[src/rtl/match_result_serializer.sv]
// Serializes the non-empty slots of a captured result vector into one beat per
// cycle over a valid/ready stream. An all-empty vector yields a single "none" beat.
module match_result_serializer #(
  parameter int N              = 8,
  parameter int log_N          = 3,
  parameter int elements_width = 4
) (
  input  logic                            clk,
  input  logic                            reset,
  input  logic [0:N*elements_width-1]     in,
  input  logic                            in_valid,
  output logic                            in_ready,
  output logic [elements_width-1:0]       out_data,
  output logic                            out_valid,
  input  logic                            out_ready,
  output logic                            out_last,
  output logic                            out_none,
  output logic [log_N:0]                  match_count,
  output logic [1:0]                      dbg_state
);

  // Handshakes: a transfer happens on a rising edge where valid and ready are
  // both 1; valid never depends on ready, and payload holds while valid && !ready.

  typedef enum logic [1:0] {IDLE = 2'd0, EMIT = 2'd1, NONE = 2'd2} state_t;

  state_t                    state_q;
  logic [N-1:0]              mask_q;
  logic [elements_width-1:0] data_q [N];
  logic [elements_width-1:0] out_data_q;
  logic                      out_last_q;
  logic [log_N:0]            match_count_q;

  logic [elements_width-1:0] cap_elem [N];
  logic [N-1:0]              cap_mask;
  logic [N-1:0]              rem_mask;

  function automatic logic [log_N-1:0] lowest_idx(input logic [N-1:0] m);
    lowest_idx = '0;
    for (int i = N - 1; i >= 0; i--) begin
      if (m[i]) lowest_idx = log_N'(i);
    end
  endfunction

  function automatic logic [log_N:0] popcount(input logic [N-1:0] m);
    popcount = '0;
    for (int i = 0; i < N; i++) begin
      popcount = popcount + (log_N + 1)'(m[i]);
    end
  endfunction

  always_comb begin
    cap_mask = '0;
    for (int k = 0; k < N; k++) begin
      cap_elem[k] = in[k*elements_width +: elements_width];
      cap_mask[k] = |cap_elem[k];
    end
    // Mask with the currently emitted (lowest) slot removed.
    rem_mask = mask_q & (mask_q - N'(1));
  end

  always_ff @(posedge clk or posedge reset) begin
    if (reset) begin
      state_q       <= IDLE;
      mask_q        <= '0;
      out_data_q    <= '0;
      out_last_q    <= 1'b0;
      match_count_q <= '0;
      for (int k = 0; k < N; k++) data_q[k] <= '0;
    end else begin
      case (state_q)
        IDLE: begin
          if (in_valid) begin
            for (int k = 0; k < N; k++) data_q[k] <= cap_elem[k];
            mask_q        <= cap_mask;
            match_count_q <= popcount(cap_mask);
            if (cap_mask != '0) begin
              state_q    <= EMIT;
              out_data_q <= cap_elem[lowest_idx(cap_mask)];
              out_last_q <= (popcount(cap_mask) == (log_N + 1)'(1));
            end else begin
              state_q    <= NONE;
              out_data_q <= '0;
              out_last_q <= 1'b1;
            end
          end
        end
        EMIT: begin
          if (out_ready) begin
            mask_q <= rem_mask;
            if (out_last_q) begin
              state_q    <= IDLE;
              out_data_q <= '0;
              out_last_q <= 1'b0;
            end else begin
              out_data_q <= data_q[lowest_idx(rem_mask)];
              out_last_q <= (popcount(rem_mask) == (log_N + 1)'(1));
            end
          end
        end
        NONE: begin
          if (out_ready) begin
            state_q    <= IDLE;
            out_last_q <= 1'b0;
          end
        end
        default: begin
          state_q    <= IDLE;
          out_data_q <= '0;
          out_last_q <= 1'b0;
        end
      endcase
    end
  end

  assign in_ready    = (state_q == IDLE);
  assign out_valid   = (state_q == EMIT) || (state_q == NONE);
  assign out_none    = (state_q == NONE);
  assign out_data    = out_data_q;
  assign out_last    = out_last_q;
  assign match_count = match_count_q;
  assign dbg_state   = state_q;

endmodule

[config.mk]
export PLATFORM = sky130hd
export DESIGN_NAME = match_result_serializer
export DESIGN_NICKNAME = d
export VERILOG_FILES = /design/src/rtl/match_result_serializer.sv
export SDC_FILE = /design/constraint.sdc
export NUM_CORES = 1
export LEC_CHECK = 0
export CORE_MARGIN = 2
export CORE_UTILIZATION = 45
export CTS_BUF_LIST = sky130_fd_sc_hd__clkbuf_4
export DETAILED_ROUTE_END_ITERATION = 7
export GPL_TIMING_DRIVEN = 1
export PLACE_DENSITY = 0.67
export SYNTH_ARGS = -nofsm -noshare
export SYNTH_HDL_FRONTEND = slang
export SYNTH_SLANG_ARGS = --single-unit
[constraint.sdc]
create_clock -name clk -period 5.2 [get_ports clk]
set_input_delay 1.04 -clock clk [delete_from_list [all_inputs] [get_ports clk]]
set_output_delay 1.04 -clock clk [all_outputs]
set_load 0.1 [all_outputs]
# ---- Yosys cells after proc, flatten, opt, wreduce, memory -nomap -nowiden
# Index checks and enable logic that the tools add are counted.
dict set report totals {
  output_inout_bits 14
  input_bits 36
  word_cells 107
  reg_bits 51
}
dict set report classes {
  n_addsub 15
  eq_ne 8
  order_cmp 2
  muxes 48
  n_reduce_logical 17
  bitwise_logic 4
}
# op count
set ops {}
lappend ops {{3-bit 2-to-1 mux} 22}
lappend ops {{4-bit by 1-bit adder with 4-bit output} 8}
lappend ops {{4-bit 2-to-1 mux} 8}
lappend ops {{4-bit OR reduction} 8}
lappend ops {{4-bit binary-select mux with 3-bit select} 2}
lappend ops {{8-bit 2-to-1 mux} 2}
lappend ops {{8-bit case mux with 2 select lines} 1}
lappend ops {{4-bit case mux with 3 select lines} 1}
lappend ops {{2-bit 2-to-1 mux} 5}
lappend ops {{3-bit AND reduction} 3}
lappend ops {{3-bit by 1-bit adder with 4-bit output} 2}
lappend ops {{8-bit bitwise AND} 1}
lappend ops {{4-bit by 1-bit equality test with 1-bit output (second input constant)} 2}
lappend ops {{4-bit greater-or-equal comparator (second input constant)} 2}
lappend ops {{2-bit inequality test (second input constant)} 4}
lappend ops {{3-bit inverter with 4-bit output} 2}
lappend ops {{8-bit nonzero test} 1}
lappend ops {{8-bit by 1-bit subtractor with 8-bit output (second input constant)} 1}
lappend ops {{2-bit by 1-bit adder with 3-bit output} 2}
lappend ops {{2-bit case mux with 3 select lines} 1}
lappend ops {{1-bit 2-to-1 mux} 5}
lappend ops {{1-bit by 1-bit adder with 2-bit output} 2}
lappend ops {{4-bit AND reduction} 1}
lappend ops {{1-bit case mux with 3 select lines} 1}
lappend ops {{7 further kinds} 7}

# ---- Depth between registers and ports, before layout
# Gate-level depths: netlist (run 1).
dict set report logic_depth {
  word_depth 20
  ltp_mapped 15
  ltp_nobuf 14
}

# ---- Worst setup path before layout (run 1)
# No wires, ideal clock.
dict set report synth_timing {
  path_type {input port to flip-flop}
  startpoint {input port in[3] (netlist bit)}
  endpoint {register out_last_q (netlist: out_last)}
  required_ns 5.074
  t_arrival_ns 4.679
  setup_slack_ns 0.396
  setup_ns 0.126
  stages 14
  n_path_buf 0
  path_cell_list {or4_1 clkinv_1 fa_1 fa_1 inv_1 fa_1 ha_1 fa_1 nand3_1 o21ai_0 and3b_1 o21ai_1 o41ai_1 mux2_2}
}
dict set report synth_via {
  elab_chain_len 12
  elab_cells_between_ends 13
  cone_classes {add/sub (7); eq/ne (1); mux (3); reduce/logical (2)}
}
# element line
set synth_lines {}
lappend synth_lines {{start, declared} 10} ;# input logic [0:N*elements_width-1] in,
lappend synth_lines {{4-bit OR reduction *} 56} ;# cap_mask[k] = |cap_elem[k];
lappend synth_lines {{1-bit by 1-bit adder with 2-bit output} 48} ;# popcount = popcount + (log_N + 1)'(m[i]);
lappend synth_lines {{2-bit by 1-bit adder with 3-bit output} 48}
lappend synth_lines {{3-bit by 1-bit adder with 4-bit output} 48}
lappend synth_lines {{4-bit by 1-bit adder with 4-bit output (4 in a row)} 48}
lappend synth_lines {{4-bit by 1-bit equality test with 1-bit output} 80} ;# out_last_q <= (popcount(cap_mask) == (log_N + 1)'(1));
lappend synth_lines {{1-bit 2-to-1 mux *} 77} ;# if (cap_mask != '0) begin
lappend synth_lines {{1-bit 2-to-1 mux *} 73} ;# if (in_valid) begin
lappend synth_lines {{1-bit case mux with 3 select lines *} 71} ;# case (state_q)
lappend synth_lines {{end signal, assigned} 80}
lappend synth_lines {{end signal, assigned} 97} ;# out_last_q <= (popcount(rem_mask) == (log_N + 1)'(1));
lappend synth_lines {{end, declared} 31} ;# logic out_last_q;
# Mark *: on every way between the ends. The rest lies on a longest branch, timed or not. The select of a mux whose other input is x is not followed.
# A chain may end at the register's enable or synchronous reset.

# ---- Worst setup path after layout (run 1)
dict set report layout_timing {
  startpoint {input port in[13] (netlist bit)}
  endpoint {register out_last_q (netlist: out_last)}
}
dict set report layout_via {
  elab_chain_len 10
  elab_cells_between_ends 11
  cone_classes {add/sub (5); eq/ne (1); mux (3); reduce/logical (2)}
}
# element line
set layout_lines {}
lappend layout_lines {{4-bit OR reduction *} 56}
lappend layout_lines {{3-bit by 1-bit adder with 4-bit output} 48}
lappend layout_lines {{4-bit by 1-bit adder with 4-bit output (4 in a row)} 48}
lappend layout_lines {{4-bit by 1-bit equality test with 1-bit output} 80}
lappend layout_lines {{1-bit 2-to-1 mux *} 77}
lappend layout_lines {{1-bit 2-to-1 mux *} 73}
lappend layout_lines {{1-bit case mux with 3 select lines *} 71}
# Marks and branches as above.

==> results.md, run 1 <==
* Vias in the first global route at 2742
* Final instance area at 4150 sq um
* H-tree Lvls at 2
* # port buffers at ~50
* Largest net degree at the start of global routing at 52
* Syn_nets at 408
* RePlAce Congestion at about 0.87
* Fin. Hold Viols at 0
* Cell Area, Placed at between 4000 and 5000 sq um
* CP Capture Type: register
* Pre-CTS setup slack at -0.0967 ns
* Hold Crit Class: register to register
* Cell Area, Synth at approximately 3500 sq um
* Post-CTS Resized at 0
* Total grt overflow at 0
* Wire length per cell at about 17 um
* P_leak at ~1.7 nW
* Outcome: finished clean
* Register area at between 1000 and 1500 sq um
* Crit-path slowest cell: or4_1
* Seq cells post-synth at a little over 50
* Core area at between 7000 and 8000 sq um
* Iter 0 DRT Violations at roughly 220
* Most frequent CP cell: fa_1
* Crit share post-route at a little over nine tenths
* Crit path cell chain: clkdlybuf4s50_1, or4_1, inv_1, fa_1, fa_1, inv_1, fa_1, ha_1, fa_1, nand3_1, o21ai_0, and3b_1, o21ai_1, o41ai_1, mux2_2
* Top cells by area, synth: dfrtp_1, mux2_2, fa_1
* Top cell type's share of synthesized area at 36.7%
* First-pass detailed-route iteration total at 5
* Most frequent cells in the layout: dfrtp_1, clkdlybuf4s50_1, mux2_2
* Synth Area per Inst at 9.84 sq um
* Crit Path Category: input pin to register
* Distinct cells, synth at 56
* Initial antenna violation count at 0
* CTS tree: built
* Cts hold-fix bufs at 0
* HPWL Detailed at ~6700 um
* Final net count at about 460
* Die H at between 90 and 100 um
* Post-synth EDFFs at 0
* Delay-heaviest family, CP: adder cells
* Post-synthesis sequential area ratio at between 30 and 40%
* CP max stage delay at between 0.5 and 0.6 ns
* Share of cells above drive strength 1 at between 10% and 20%
* Synth Instances at roughly 350
* Antenna Nets Post-Route at 0
* Die Area at ~8500 sq um
* Bufs on Longest Clock Path at 2
* MaxCap Viol Count at 0
* FFs w/ async S/R, synth at 100%
* Slew headroom at between 20% and 30%
* Period minus WS final at slightly below 5 ns
* Effective utilization at floorplan at around 46%
* Via count at between 2000 and 3000
* Worst-path clk slew at 0.14 ns
* Worst path arrival time at between 5 and 6 ns
* RSZ-0062 raised after global routing: no
* Peak supply drop at roughly 0.3 mV
* Number of buffers and inverters on the critical path at 3
* Final Worst Setup Slack at around 0.29 ns
* Footprint of the multi-input gates at approximately 2000 sq um
* DRC at 0
* Number of setup buffers added after CTS at 0
* Type of origin of the critical path: input pin
* Top_reg_cell synth: dfrtp_1
* Cell taking the most area after synthesis: dfrtp_1
* TritonCTS Buffers at 5
* I/O pins at 50
* CP max FO at 3
* PwrDens at between 600 and 700 nW/um^2
* Rows at 32
* Filler Cell Count at about 700
* Worst hold margin at around 0.51 ns
* Synthesis Warnings at 0
* Drt total wl at around 8600 um
* Slew of the pin with the lowest slew margin at 1.08 ns
* Final setup viols at 0
* Root Driver: clkbuf_4
* Total Routing Usage GR at 21.3%
* Max Slew Vio Count at 0
* Chip Width at ~90 um
* Achievable clock frequency at slightly above 200 MHz
* Average via count per standard cell at approximately 5.9
* Clock insertion delay at the later pin of the skew report at between 0.3 and 0.4 ns
* Commonest non-fill, non-tap cell in the layout: dfrtp_1
* Ant. Diodes at 0
* Area growth from synthesis to layout at 19.2%
* Clk_skew at about 0.023 ns
* WP data required at 5.46 ns
* Clock sinks at between 50 and 60
* First-pass GRT wire length at about 14000 um
==> metrics by stage <==
| stage | instances | utilization [%] | total power [W] | TNS (ns) |
|---|---|---|---|---|
| finish | 504 | 54.6 | 0.00261 | 0 |
| global route | 504 | 54.6 | 0.00281 | 0 |
| CTS | 504 | 54.6 | 0.00262 | 0 |
| detailed placement | 496 | 53.5 | 0.00239 | -0.0967 |
| global placement | 496 | 53.5 | 0.00234 | -0.0226 |
| floorplan | 354 | - | 0.00201 | 0 |
==> kinds of logic after synthesis <==
logic type               synth area share [%]
AND/OR/NAND/NOR                          15.7
XOR/XNOR                                0.252
multiplexers                             16.5
AO/OA/AOI/OAI                            16.7
buffers and inverters                    6.18
adder cells (fa/ha/maj)                  7.98
flip-flops                               36.7
==> synthesized netlist by cell type (all sizes together) (8+ instances only) <==
master,n
clkbuf,12
a21oi,23
mux2i,8
ha,11
mux2,35
nor2,18
o21ai,29
o211ai,11
nand3,27
buf,8
dfrtp,51
nand2,23
o22ai,9
inv,26
==> power by group <==
part	total, W	leakage, nW	switching, W	internal [W]
clock	0.000232	0.0432	0.000130	0.000102
sequential	0.000724	0.609	0.000145	0.000579
combinational	0.00165	1.08	0.00100	0.000648
==> worst paths after layout <==
kind                                                 start                         end  slack (ns)  cells after the start
worst max-delay path                                in[13]        out_last$_DFFE_PP0P_        0.29                     15
worst min-delay path            match_count[2]$_DFFE_PP0P_  match_count[2]$_DFFE_PP0P_        0.51                      2
worst max register to register       mask_q[0]$_DFFE_PP0P_        out_last$_DFFE_PP0P_        1.04                     12
worst min register to register  match_count[2]$_DFFE_PP0P_  match_count[2]$_DFFE_PP0P_        0.51                      2
max in group asynchronous                            reset        out_last$_DFFE_PP0P_        3.29                      2
min in group asynchronous                            reset  match_count[2]$_DFFE_PP0P_        1.22                      2
==> registers in the layout (all words and copies together) (netlist names) <==
name and cells:
match_count 4, dbg_state 2, data_q 32, out_last 1, out_data 4, mask_q 8
==> routing by layer <==
layer  track usage, %  vias to the layer above  share of wire [%]
met1             31.6                     1456                 45
met4             6.22                        0                1.6
met5                0                        -                  0
met3             3.86                       15                5.7
li1                 -                     1397                  -
met2             32.0                      117                 48
==> layout make-up <==
| class | instances | area share [%] |
|---|---|---|
| clock buffer | 5 | 0.904 |
| clock inverter | 3 | 1.02 |
| inverter | 27 | 2.50 |
| multi-input combinational | 256 | 48.0 |
| sequential | 51 | 30.7 |
| tap | 102 | 3.07 |
| timing repair buffer | 60 | 13.8 |
==> tightest hold or removal path, delay by kind of cell (launching register included) <==
kind	cells	cell delay, ns
flip-flops	1	0.37
AO/OA/AOI/OAI	1	0.07
AND/OR/NAND/NOR	1	0.04
Power figures use the tool's default switching activity.
==> inputs of run 2 (changes only) <==
--- a/config.mk
+++ b/config.mk
@@ -5,12 +5,14 @@
 export SDC_FILE = /design/constraint.sdc
 export NUM_CORES = 1
 export LEC_CHECK = 0
+export ABC_CLOCK_PERIOD_IN_PS = 5200
 export CORE_MARGIN = 2
-export CORE_UTILIZATION = 45
+export CORE_UTILIZATION = 30
 export CTS_BUF_LIST = sky130_fd_sc_hd__clkbuf_4
 export DETAILED_ROUTE_END_ITERATION = 7
 export GPL_TIMING_DRIVEN = 1
-export PLACE_DENSITY = 0.67
+export PLACE_DENSITY = 0.48
+export RECOVER_POWER = 100
 export SYNTH_ARGS = -nofsm -noshare
 export SYNTH_HDL_FRONTEND = slang
 export SYNTH_SLANG_ARGS = --single-unit
==> run 2 against run 1 <==
Against the previous run: the run now ends with capacitance limit, slew limit left; non-clock buffer count grew 4; count of clock-buffer cells in the layout unchanged; worst hold slack got worse by 0.0058 ns; register-to-register slack lost 0.02 ns; worst setup slack improved by 0.019 ns; critical path depth down 2; routed wire length up 10%; critical endpoint unchanged; largest cell class unchanged.
==> results.md, run 2 (same netlist as run 1, synthesis figures left out) <==
* Failing checks: capacitance limit, slew limit
* Bufs on Longest Clock Path at 2
* Reg2reg end: out_last$_DFFE_PP0P_
* First-pass GRT wire length at approximately 16000 um
* First-pass detailed-route iteration total at 4
* Final setup viols at 0
* Hold Crit Class: register to register
* Clock sinks at 51
* Pre-CTS setup slack at -0.126 ns
* CP Capture Type: register
* Ant. Diodes at 0
* RSZ-0062 raised after global routing: no
* Clk_skew at between 0.02 and 0.025 ns
* CP max stage delay at ~0.58 ns
* Most frequent CP cell: fa_1
* Worst hold margin at between 0.5 and 0.6 ns
* R2R depth at 12
* Commonest non-fill, non-tap cell in the layout: dfrtp_1
* Clock insertion delay at the later pin of the skew report at ~0.4 ns
* Crit path capture: out_last$_DFFE_PP0P_
* H-tree Lvls at 2
* Final Worst Setup Slack at between 0.3 and 0.4 ns
* Share of cells above drive strength 1 at 18.0%
* Crit-path slowest cell: or4_1
* Largest net degree at the start of global routing at 52
* Worst setup path start: in[13]
* Average via count per standard cell at 5.22
* Type of origin of the critical path: input pin
* Achievable clock frequency at ~200 MHz
* Top Registers: data_q x32, mask_q x8
* Drt total wl at ~9500 um
* TNS Setup at 0 ns
* Initial antenna violation count at 0
* Number of buffers and inverters on the critical path at 3
* Chip Width at approximately 110 um
* Max Slew Vio Count at 52
* Crit Path Category: input pin to register
* Outcome: complete, but fails checks
* Root Driver: clkbuf_4
* Total Routing Usage GR at about 16%
* Worst path arrival time at around 5.2 ns
* Fin. Hold Viols at 0
* Vias in the first global route at approximately 2900
* Delay-heaviest family, CP: adder cells
* TritonCTS Buffers at 5
* Die Area at roughly 12000 sq um
* Slew of the pin with the lowest slew margin at roughly 2.0 ns
* Final net count at between 400 and 500
* Register area at between 1000 and 1500 sq um
* Core area at 11400 sq um
* Area growth from synthesis to layout at 21.8%
* Cts hold-fix bufs at 0
* Max reg flops at 32
* Crit share post-route at around 94%
* Die H at between 100 and 150 um
* Crit path cell chain: clkdlybuf4s50_1, or4_1, inv_1, fa_1, fa_1, inv_1, fa_1, ha_1, fa_1, and3b_1, o21ai_0, o41ai_1, mux2_2
* Final Util at a little under two fifths
* Antenna Nets Post-Route at 0
* CP max FO at 3
* Iter 0 DRT Violations at about 160
* Worst-path clk slew at 0.16 ns
* # port buffers at between 40 and 50
* P_leak at 1.78 nW
* Effective utilization at floorplan at 30.6%
* Rows at 39
* Peak supply drop at roughly 0.33 mV
* Filler Cell Count at 1158
* PwrDens at between 600 and 700 nW/um^2
* Reg-to-reg startpoint: mask_q[0]$_DFFE_PP0P_
* CTS tree: built
* Crit. path cell count at 13
* Largest Register: data_q
* R2r setup slk at ~1.0 ns
* Slew headroom at -30.5%
* WP data required at 5.49 ns
* Period minus WS final at just under 5 ns
* Footprint of the multi-input gates at 1980 sq um
* RePlAce Congestion at roughly 0.84
* Post-CTS Resized at 0
* Most frequent cells in the layout: dfrtp_1, mux2_2, clkdlybuf4s50_1
* DRC at 0
* Number of setup buffers added after CTS at 0
* MaxCap Viol Count at 1
* Total grt overflow at 0
* Via count at ~2900
* Wire length per cell at ~17 um
* I/O pins at 50
* HPWL Detailed at between 7000 and 8000 um
## run 2: changes by cell type in the layout (fill, tap and decap cells not counted), moves of 2 or more
cell,previous run,this run
inv_2,2,0
o211ai_1,4,7
dlygate4sd3_1,0,17
clkbuf_4,5,7
o211ai_2,7,4
clkdlybuf4s50_1,49,32
## run 2: worst min-delay path by stage
stage                                     startpoint                         end  slack (ns)  depth (start not counted)
final                     match_count[2]$_DFFE_PP0P_  match_count[2]$_DFFE_PP0P_        0.51                          2
after global routing      match_count[2]$_DFFE_PP0P_  match_count[2]$_DFFE_PP0P_        0.53                          2
after CTS                 match_count[2]$_DFFE_PP0P_  match_count[2]$_DFFE_PP0P_        0.52                          2
after detailed placement  match_count[2]$_DFFE_PP0P_  match_count[2]$_DFFE_PP0P_        0.48                          2
after global placement    match_count[2]$_DFFE_PP0P_  match_count[2]$_DFFE_PP0P_        0.48                          2
after floorplan               data_q[28]$_DFFE_PP0P_      data_q[28]$_DFFE_PP0P_        0.47                          1
## run 2: power breakdown
| group | leakage [nW] | internal (W) | total [W] | switching (W) |
|---|---|---|---|---|
| logic | 1.11 | 0.000632 | 0.00164 | 0.00101 |
| registers | 0.609 | 0.000579 | 0.000727 | 0.000148 |
| clock network | 0.0573 | 0.000153 | 0.000297 | 0.000144 |
## run 2: per-layer routing
layer  share of wire, %  routed length (um)  track usage [%]
met1                 48                4540             21.6
met2                 48                4550             25.7
met3                3.1                 291             2.56
met4                1.5                 142             3.87
met5                  0                   0                0
## run 2: area by class of cell
cell class              count  area share (%)
multi-input cells         256            46.6
clock inverters             3            1.68
clock buffers               5           0.885
flip-flops and latches     51            30.1
repair buffers             64            14.1
well taps                 143            4.22
inverters                  27            2.45
## run 2: stage by stage
step | cell area, sq um | power (W) | instances
finish | 4240 | 0.00267 | 549
floorplan | 3480 | 0.00201 | 354
global route | 4240 | 0.00288 | 549
CTS | 4260 | 0.00272 | 549
global placement | 4150 | 0.00239 | 541
detailed placement | 4150 | 0.00242 | 541
## run 2: worst min-delay path: cells and delay by family (launching register included)
family	cells	cell delay (ns)
AOI/OAI and AO/OA	1	0.06
DFF	1	0.38
and+or+nand+nor	1	0.04
